## config.mk

```make
export PLATFORM = sky130hd
export DESIGN_NAME = frame_writer_flat
export DESIGN_NICKNAME = d
export VERILOG_FILES = /design/src/rtl/frame_pkg.sv /design/src/rtl/frame_writer_if.sv /design/src/rtl/sync_fifo.sv /design/src/rtl/frame_writer.sv /design/src/flat_wrapper.sv
export SDC_FILE = /design/constraint.sdc
export NUM_CORES = 1
export LEC_CHECK = 0
export ABC_AREA = 1
export CAP_MARGIN = 30
export CORE_MARGIN = 5
export CORE_UTILIZATION = 63
export CTS_CLUSTER_DIAMETER = 30
export DETAILED_ROUTE_END_ITERATION = 10
export GPL_ROUTABILITY_DRIVEN = 0
export PLACE_DENSITY = 0.86
export SYNTH_ARGS = -nofsm -noshare
export SYNTH_HDL_FRONTEND = slang
export SYNTH_SLANG_ARGS = --single-unit
```

## constraint.sdc

```tcl
create_clock -name clk -period 5.8 [get_ports clk]
set_input_delay 1.16 -clock clk [delete_from_list [all_inputs] [get_ports clk]]
set_output_delay 1.16 -clock clk [all_outputs]
set_load 0.01 [all_outputs]
```

## src/rtl/frame_pkg.sv

```systemverilog
// Shared constants and state encoding for the frame DRAM writer/reader path.
package frame_pkg;

   localparam int D_WIDTH     = 8;
   localparam int A_WIDTH     = 21;
   localparam int FRAME_BYTES = 921600;

   typedef enum logic [1:0] {
      IDLE  = 2'd0,
      RUN   = 2'd1,
      DRAIN = 2'd2,
      DONE  = 2'd3
   } state_t;

endpackage

```

## src/rtl/frame_writer_if.sv

```systemverilog
// Pixel stream input plus DRAM write port of the frame writer.
// Handshake: a byte moves on a cycle where in_valid && in_ready; in_valid and in_data stay put until then.
interface frame_writer_if #(
   parameter int D_WIDTH = frame_pkg::D_WIDTH,
   parameter int A_WIDTH = frame_pkg::A_WIDTH
);

   logic               in_valid;
   logic [D_WIDTH-1:0] in_data;
   logic               in_ready;
   logic               rd_busy;
   logic               wen;
   logic [A_WIDTH-1:0] waddr;
   logic [D_WIDTH-1:0] wdata;

   modport master (
      output in_valid, in_data, rd_busy,
      input  in_ready, wen, waddr, wdata
   );

   modport slave (
      input  in_valid, in_data, rd_busy,
      output in_ready, wen, waddr, wdata
   );

endinterface

```

## src/rtl/sync_fifo.sv

```systemverilog
// Small synchronous FIFO with registered head; push and pop in one cycle are both honoured.
module sync_fifo #(
   parameter int WIDTH = 8,
   parameter int DEPTH = 4
) (
   input  logic             clk,
   input  logic             clr_n,
   input  logic             push,
   input  logic             pop,
   input  logic [WIDTH-1:0] din,
   output logic             full,
   output logic             empty,
   output logic [WIDTH-1:0] head
);

   localparam int AW = $clog2(DEPTH);

   logic [WIDTH-1:0] mem_q [DEPTH];
   logic [WIDTH-1:0] mem_d [DEPTH];
   logic [AW-1:0]    rd_ptr_q, rd_ptr_d;
   logic [AW-1:0]    wr_ptr_q, wr_ptr_d;
   logic [AW:0]      count_q, count_d;
   logic             do_push, do_pop;

   always_comb begin
      full     = (count_q == (AW+1)'(DEPTH));
      empty    = (count_q == '0);
      head     = mem_q[rd_ptr_q];
      do_push  = push && !full;
      do_pop   = pop && !empty;
      mem_d    = mem_q;
      rd_ptr_d = rd_ptr_q;
      wr_ptr_d = wr_ptr_q;
      if (do_push) begin
         mem_d[wr_ptr_q] = din;
         wr_ptr_d        = wr_ptr_q + AW'(1);
      end
      if (do_pop) begin
         rd_ptr_d = rd_ptr_q + AW'(1);
      end
      count_d = count_q + (AW+1)'(do_push) - (AW+1)'(do_pop);
   end

   // Storage is cleared too so the head reads zero straight out of reset.
   always_ff @(posedge clk) begin
      if (!clr_n) begin
         mem_q    <= '{default: '0};
         rd_ptr_q <= '0;
         wr_ptr_q <= '0;
         count_q  <= '0;
      end else begin
         mem_q    <= mem_d;
         rd_ptr_q <= rd_ptr_d;
         wr_ptr_q <= wr_ptr_d;
         count_q  <= count_d;
      end
   end

endmodule

```

## src/rtl/frame_writer.sv

```systemverilog
// Buffers the filtered pixel stream and writes one frame sequentially into the byte-wide DRAM,
// yielding to reads, then pulses writefile/done once the last byte has landed.
module frame_writer #(
   parameter int D_WIDTH     = frame_pkg::D_WIDTH,
   parameter int A_WIDTH     = frame_pkg::A_WIDTH,
   parameter int FRAME_BYTES = frame_pkg::FRAME_BYTES,
   parameter int BASE_ADDR   = 0,
   parameter int FIFO_DEPTH  = 4
) (
   input  logic                  clk,
   input  logic                  rst_n,
   input  logic                  start,
   frame_writer_if.slave         bus,
   output logic                  writefile,
   output logic                  busy,
   output logic                  done,
   output frame_pkg::state_t     dbg_state
);

   import frame_pkg::*;

   // One extra counter bit so a frame filling the whole address space still fits.
   localparam int             CW        = A_WIDTH + 1;
   localparam logic [CW-1:0]  FRAME_LEN = CW'(FRAME_BYTES);

   state_t            state_q, state_d;
   logic [CW-1:0]     acc_cnt_q, acc_cnt_d;
   logic [CW-1:0]     wr_cnt_q, wr_cnt_d;
   logic              writefile_q, writefile_d;
   logic              push, pop;
   logic              fifo_full, fifo_empty;
   logic [D_WIDTH-1:0] fifo_head;
   logic              writing;

   sync_fifo #(
      .WIDTH (D_WIDTH),
      .DEPTH (FIFO_DEPTH)
   ) u_fifo (
      .clk   (clk),
      .clr_n (rst_n),
      .push  (push),
      .pop   (pop),
      .din   (bus.in_data),
      .full  (fifo_full),
      .empty (fifo_empty),
      .head  (fifo_head)
   );

   // Write side is combinational so rd_busy steals the DRAM port in the very cycle it is raised.
   always_comb begin
      writing      = (state_q == RUN) || (state_q == DRAIN);
      bus.in_ready = (state_q == RUN) && !fifo_full && (acc_cnt_q < FRAME_LEN);
      push         = bus.in_valid && bus.in_ready;
      pop          = writing && !fifo_empty && !bus.rd_busy;
      bus.wen      = pop;
      bus.wdata    = fifo_head;
      bus.waddr    = A_WIDTH'(BASE_ADDR) + wr_cnt_q[A_WIDTH-1:0];
   end

   always_comb begin
      state_d   = state_q;
      acc_cnt_d = acc_cnt_q;
      wr_cnt_d  = wr_cnt_q;
      case (state_q)
         IDLE: begin
            if (start) begin
               state_d   = RUN;
               acc_cnt_d = '0;
               wr_cnt_d  = '0;
            end
         end
         RUN, DRAIN: begin
            if (push) acc_cnt_d = acc_cnt_q + CW'(1);
            if (pop)  wr_cnt_d  = wr_cnt_q + CW'(1);
            // Finishing on the updated write count puts DONE in the cycle right after the last write.
            if (wr_cnt_d == FRAME_LEN) begin
               state_d = DONE;
            end else if (acc_cnt_d == FRAME_LEN) begin
               state_d = DRAIN;
            end
         end
         DONE:    state_d = IDLE;
         default: state_d = IDLE;
      endcase
      writefile_d = (state_d == DONE);
   end

   always_ff @(posedge clk) begin
      if (!rst_n) begin
         state_q     <= IDLE;
         acc_cnt_q   <= '0;
         wr_cnt_q    <= '0;
         writefile_q <= 1'b0;
      end else begin
         state_q     <= state_d;
         acc_cnt_q   <= acc_cnt_d;
         wr_cnt_q    <= wr_cnt_d;
         writefile_q <= writefile_d;
      end
   end

   assign writefile = writefile_q;
   assign done      = writefile_q;
   assign busy      = writing;
   assign dbg_state = state_q;

endmodule
```

## src/flat_wrapper.sv

```systemverilog
// flat-port wrapper written by rule: the top's interface ports become plain ports
module frame_writer_flat import frame_pkg::*;
#(
   parameter int D_WIDTH     = frame_pkg::D_WIDTH,
   parameter int A_WIDTH     = frame_pkg::A_WIDTH,
   parameter int FRAME_BYTES = frame_pkg::FRAME_BYTES,
   parameter int BASE_ADDR   = 0,
   parameter int FIFO_DEPTH  = 4
)
  (clk, rst_n, start, writefile, busy, done, dbg_state, bus_in_valid, bus_in_data, bus_rd_busy, bus_in_ready, bus_wen, bus_waddr, bus_wdata);
  frame_writer_if #(.D_WIDTH(D_WIDTH), .A_WIDTH(A_WIDTH)) bus_i ();
  input  logic clk;
  input  logic rst_n;
  input  logic start;
  output logic writefile;
  output logic busy;
  output logic done;
  output frame_pkg::state_t dbg_state;
  input wire logic [$bits(bus_i.in_valid)-1:0] bus_in_valid;
  input wire logic [$bits(bus_i.in_data)-1:0] bus_in_data;
  input wire logic [$bits(bus_i.rd_busy)-1:0] bus_rd_busy;
  output wire logic [$bits(bus_i.in_ready)-1:0] bus_in_ready;
  output wire logic [$bits(bus_i.wen)-1:0] bus_wen;
  output wire logic [$bits(bus_i.waddr)-1:0] bus_waddr;
  output wire logic [$bits(bus_i.wdata)-1:0] bus_wdata;
  assign bus_i.in_valid = bus_in_valid;
  assign bus_i.in_data = bus_in_data;
  assign bus_i.rd_busy = bus_rd_busy;
  assign bus_in_ready = bus_i.in_ready;
  assign bus_wen = bus_i.wen;
  assign bus_waddr = bus_i.waddr;
  assign bus_wdata = bus_i.wdata;
  frame_writer #(.D_WIDTH(D_WIDTH), .A_WIDTH(A_WIDTH), .FRAME_BYTES(FRAME_BYTES), .BASE_ADDR(BASE_ADDR), .FIFO_DEPTH(FIFO_DEPTH)) u_core (.clk(clk), .rst_n(rst_n), .start(start), .bus(bus_i), .writefile(writefile), .busy(busy), .done(done), .dbg_state(dbg_state));
endmodule
```

# ---- Word level (Yosys, flattened, before mapping)
# Cells that the tools add are included.
dict set report totals {
  reg_bits 86
  latch_bits 0
  ramBits 0
  mem_bits_ro 0
  in_bits 13
  output_inout_bits 36
  elab_cells 65
  n_memories 0
}
dict set report op_classes {
  add_sub_neg 6
  n_mul 0
  div 0
  order_cmp 4
  n_eq_ne 8
  shift 0
  n_mux 17
  n_bitwise 2
  n_reduce_logical 17
}
# op n
set ops {}
lappend ops {{2-to-1 mux 22 bit} 5}
lappend ops {{case mux 22 bit (2 select lines)} 2}
lappend ops {{adder 22 x 1 -> 22 bit, second input constant} 2}
lappend ops {{equality test 22 x 20 -> 1 bit, second input constant} 2}
lappend ops {{bitwise mux 32 bit} 1}
lappend ops {{2-to-1 mux 8 bit} 3}
lappend ops {{< comparator 22 x 20 -> 1 bit, second input constant} 1}
lappend ops {{binary-select mux 8 bit (select 2 bit)} 1}
lappend ops {{demux 8 bit (select 2 bit)} 1}
lappend ops {{logical AND 1 bit} 8}
lappend ops {{equality test 2 bit, second input constant} 3}
lappend ops {{>= comparator 3 bit, second input constant} 2}
lappend ops {{2-to-1 mux 2 bit} 3}
lappend ops {{NOT 2 -> 3 bit} 2}
lappend ops {{case mux 2 bit (3 select lines)} 1}
lappend ops {{adder 2 x 1 -> 2 bit, second input constant} 2}
lappend ops {{adder 3 x 1 -> 3 bit} 1}
lappend ops {{equality test 3 bit, second input constant} 1}
lappend ops {{logical NOT 1 bit} 3}
lappend ops {{logical NOT 3 bit} 1}
lappend ops {{< comparator 3 x 1 -> 1 bit, second input constant} 1}
lappend ops {{subtractor 3 x 1 -> 3 bit} 1}
lappend ops {{equality test 2 x 1 -> 1 bit, second input constant} 1}
lappend ops {{logical NOT 2 bit} 1}
lappend ops {{5 further kinds} 5}

# ---- Logic depth before layout (Yosys ltp)
dict set report depth {
  word_depth 12
  mapped_depth 20
  mapped_depth_nobuf 19
}

# ---- Modules after synthesis
# A second synthesis with hierarchy kept.
dict set report hier_totals {
  hier_cells 1008
  area_unflattened_um2 5975.7
}
# mod n_inst cells_per_inst area_each_um2
set modules_own_cells {}
lappend modules_own_cells {frame_writer 1 658 3752.3}
lappend modules_own_cells {sync_fifo 1 350 2223.4}

# ---- Least setup slack after synthesis
# OpenSTA, ideal clock, no wires.
dict set report synth_timing {
  kind {input -> register}
  from {input port bus_rd_busy}
  to {register u_core.u_fifo.count_q[2]}
  setup_ps 125
  arrival_ps 2833
  required_time_ps 5675
  path_slack_ps 2842
  path_stages 12
  cell_sequence {inv_1 -> nand2_1 -> a21oi_2 -> buf_4 -> ha_1 -> inv_1 -> ha_1 -> inv_1 -> fa_1 -> xor2_1 -> o21ai_0 -> a21oi_1}
}
dict set report synth_via {
  elab_chain_cells 4
}
# element line_no
set synth_rtl {}
lappend synth_rtl {{from (decl)} flat_wrapper.sv:21} ;# input wire logic [$bits(bus_i.rd_busy)-1:0] bus_rd_busy;
lappend synth_rtl {{logical NOT 1 bit} frame_writer.sv:54} ;# pop = writing && !fifo_empty && !bus.rd_busy;
lappend synth_rtl {{logical AND 1 bit} frame_writer.sv:54}
lappend synth_rtl {{logical AND 1 bit} sync_fifo.sv:30} ;# do_pop = pop && !empty;
lappend synth_rtl {{named net u_core.u_fifo.do_pop} sync_fifo.sv:23} ;# logic do_push, do_pop;
lappend synth_rtl {{subtractor 3 x 1 -> 3 bit} sync_fifo.sv:41} ;# count_d = count_q + (AW+1)'(do_push) - (AW+1)'(do_pop);
lappend synth_rtl {{to (signal assigned)} sync_fifo.sv:55} ;# count_q <= count_d;
lappend synth_rtl {{to (decl)} sync_fifo.sv:22} ;# logic [AW:0] count_q, count_d;
# The timed path passes the listed nets, and every way through them passes these cells.
# A chain may end at the register's enable or synchronous reset.

# ---- Worst setup path in the final report
dict set report layout_timing {
  from {input port bus_rd_busy}
  to {output port bus_wen}
}
dict set report layout_via {
  elab_chain_cells 2
}
# element line_no
set layout_rtl {}
lappend layout_rtl {{logical NOT 1 bit} frame_writer.sv:54}
lappend layout_rtl {{logical AND 1 bit} frame_writer.sv:54}
lappend layout_rtl {{to (decl)} flat_wrapper.sv:23} ;# output wire logic [$bits(bus_i.wen)-1:0] bus_wen;
# No other way between the ends.

==> reports/results.ini <==
[logic_synthesis]
post_synth_instance_area_um2 = 5450
ys_async_sr_fraction_pct = 0
number_of_enable_type_register_cells_in_the_synthesized_netlist = 0
synth_sequential_area_ratio_pct = 31.6
postSynthAreaPerCell_um2 = 6.14
synthDominantAreaCellType = dfxtp_1
synthesis.yosys.warnings = 0
ys_seq_elements = 86
synth_top_cell_area_share_pct = 31.6
synthCells = 888
synth_common_cells = nand2_1 (252), nor2_1 (155), dfxtp_1 (86)
netlist-cell-type-count = 36
yosys_most_used_dff = dfxtp_1
yosys-top-cells-area = dfxtp_1 (32%), nand2_1 (17%), nor2_1 (11%)
synthesis.nets = 912
post-synth-top-count-cell = nand2_1

[sta]
fmax_mhz = 280
finalHoldViolations = 0
min_period_over_period_pct = 61.6
worst_slew_pin_slew_ns = 0.877
timing.clock.skew_ns = 0.0101
relSlewSlack_pct = 41.5
totalNegativeSetupSlack_ns = 0
rsz_0062_raised_after_global_routing = false
finalSetupViolations = 0
post-route-worst-setup-slack_ns = 2.23
report.final.slew_viol_count = 0
timing.final.crit_period_ns = 3.57

[critical_path]
timing.reg2reg.setup_slack_ns = 2.81
r2r_cells = 12
cp_data_arrival_time_ns = 2.41
setup.worst_path.class = in -> out
critPathMaxFanout = 3
r2r-end = u_core.u_fifo.count_q[2]$_SDFF_PN0_
r2r-start = u_core.dbg_state[0]$_SDFF_PN0_
timing.critical_path.from_type = input pin
worstPathRequired_ns = 4.64
endpoint_type_of_the_worst_setup_path = output pin

[global_route]
first_global_vias = 5253
grt_antenna_before_repair = 0
groute.usage.overall_pct = 26.6
grt_max_degree = 46
grt_pass1_wl_um = 23000
globalRouteOverflowTotal = 0

[clock_tree]
cts_tree = yes
cts_resized = 0
insertion_delay_ns = 0.35
cts_buffers = 9
cts-hold-fix-buffers = 0
clock_sinks = 86
post-cts-setup-buffer-count = 0
cts.reportedPaths.clkPinSlew_ns = 0.08
ctsRootBufferMaster = clkbuf_8
cts_max_level = 3
ctsLongestPathBuffers = 2

[floorplanning]
floorplan.die.width_um = 103
die_outline_area_um2 = 10600
design.portCount = 49
num_rows = 34
floorplan.initialDensity_pct = 63.5
chipHeight_um = 103
design.core.area_um2 = 8590

[power_and_ir_drop]
vdd_drop_max_v = 0.000127
power_density_nw_per_um2 = 222
power_leakage_nw = 2.35

[drt]
vias = 5665
drt_iter0_drc = 463
vias_per_cell = 5.58
detailedRoute.firstPassIterationCount = 5
route.antenna.remaining_nets = 0
postRouteWirelength_um = 13700
detail_route.wl_per_cell_um = 13.4
detail_route.drc_violations = 0

[final_layout]
post_route_cells_drive_above_1_share_pct = 6.17
layout-area-overhead-vs-synth_pct = 11.5
diodes_inserted = 0
nFillCells = 740
finish.net_count = 927

[placed_design]
dp_slack_ns = 2.04
portBuffers = 48
detailed_place_hpwl_um = 9710

[hold_path]
hold_path.class = reg -> reg
min-delay-start = u_core.u_fifo.mem_q[18]$_SDFFE_PN0P_
worstHoldEndpoint = u_core.u_fifo.mem_q[18]$_SDFFE_PN0P_
worstHoldPathCells = 2

[job]
max_cap_check_violation_count = 0

[run_status]
status = finished, final reports clean

## sequential cells by signal, indices dropped and copies added, names as in the netlist
| signal | count |
|---|---|
| u_core.acc_cnt_q | 22 |
| u_core.u_fifo.wr_ptr_q | 2 |
| u_core.u_fifo.mem_q | 32 |
| u_core.u_fifo.rd_ptr_q | 2 |
| u_core.dbg_state | 2 |
| u_core.done | 1 |
| u_core.u_fifo.count_q | 3 |
| u_core.wr_cnt_q | 22 |
## report_power, final
group / internal, mW / switching, mW / leakage, nW
Combinational: 0.0604 / 0.108 / 1.52
Sequential: 0.602 / 0.0115 / 0.694
Clock: 0.354 / 0.216 / 0.140
## worst max-delay path by stage
stage,start,end,cells past startpoint
finish,bus_rd_busy,bus_wen,5
global route,bus_rd_busy,bus_wen,5
CTS,bus_rd_busy,bus_wen,5
detailed placement,bus_rd_busy,u_core.u_fifo.count_q[2]$_SDFF_PN0_,12
global placement,bus_rd_busy,u_core.u_fifo.count_q[2]$_SDFF_PN0_,12
floorplan,bus_rd_busy,u_core.u_fifo.count_q[2]$_SDFF_PN0_,12
## layout make-up
class,count,area [um^2],area share (%)
multi-input combinational,671,3120,51.4
sequential,86,1720,28.3
timing repair buffer,51,503,8.28
inverter,84,315,5.19
clock buffer,11,151,2.49
tap,108,135,2.22
clock inverter,5,129,2.12
## logic make-up after synthesis
family                   share of synthesized area, %
AO/OA/AOI/OAI                                    12.7
XOR/XNOR                                        0.964
AND/OR/NAND/NOR                                  40.8
adder cells (fa/ha/maj)                          2.66
buffers and inverters                            11.3
flip-flops                                       31.6
## per-layer routing
| layer | GRT usage [%] | vias up | part of all wire (%) |
|---|---|---|---|
| met5 | 0 | - | 0 |
| met4 | 10.6 | 0 | 2.7 |
| met3 | 5.48 | 41 | 6.7 |
| met2 | 44.3 | 228 | 47 |
| met1 | 33.7 | 2544 | 44 |
| li1 | - | 2852 | - |
## critical path, stage by stage
cell and delay (ns):
clkdlybuf4s50_1 0.41, inv_1 0.07, nand2_1 0.09, a21oi_1 0.14
clkdlybuf4s50_1 0.55
## placed cells by master (no fill, tap or decap), types with 2 or more instances in the layout
| master | instances |
|---|---|
| o22ai_1 | 9 |
| clkbuf_8 | 11 |
| xnor2_1 | 4 |
| bufinv_16 | 4 |
| nand3_1 | 68 |
| inv_2 | 4 |
| a21oi_2 | 4 |
| nand2_2 | 5 |
| nand3_2 | 2 |
| or2_2 | 2 |
| a211oi_1 | 2 |
| nand2_4 | 2 |
| o21a_1 | 2 |
| o21ai_1 | 4 |
| nor2_2 | 11 |
| nand2_1 | 252 |
| nand4_1 | 14 |
| ha_1 | 10 |
| nor2_1 | 154 |
| buf_4 | 3 |
| dfxtp_1 | 86 |
| o21ai_0 | 61 |
| xor2_1 | 2 |
| nand3b_1 | 2 |
| nor2_4 | 4 |
| clkdlybuf4s50_1 | 48 |
| inv_1 | 80 |
| a21oi_1 | 45 |
| nor3_1 | 5 |
## metrics by stage
stage	area (um^2)	hold WS [ns]	power, mW	std cells	util (%)
after floorplan	5450	0.449	0.738	888	-
after global placement	5800	0.457	0.786	1000	67.5
after detailed placement	5800	0.469	0.793	1000	67.5
after CTS	6080	0.489	1.36	1016	70.7
after global routing	6080	0.506	1.41	1016	70.7
final	6080	0.491	1.35	1016	70.7
Power figures use the tool's default switching activity.
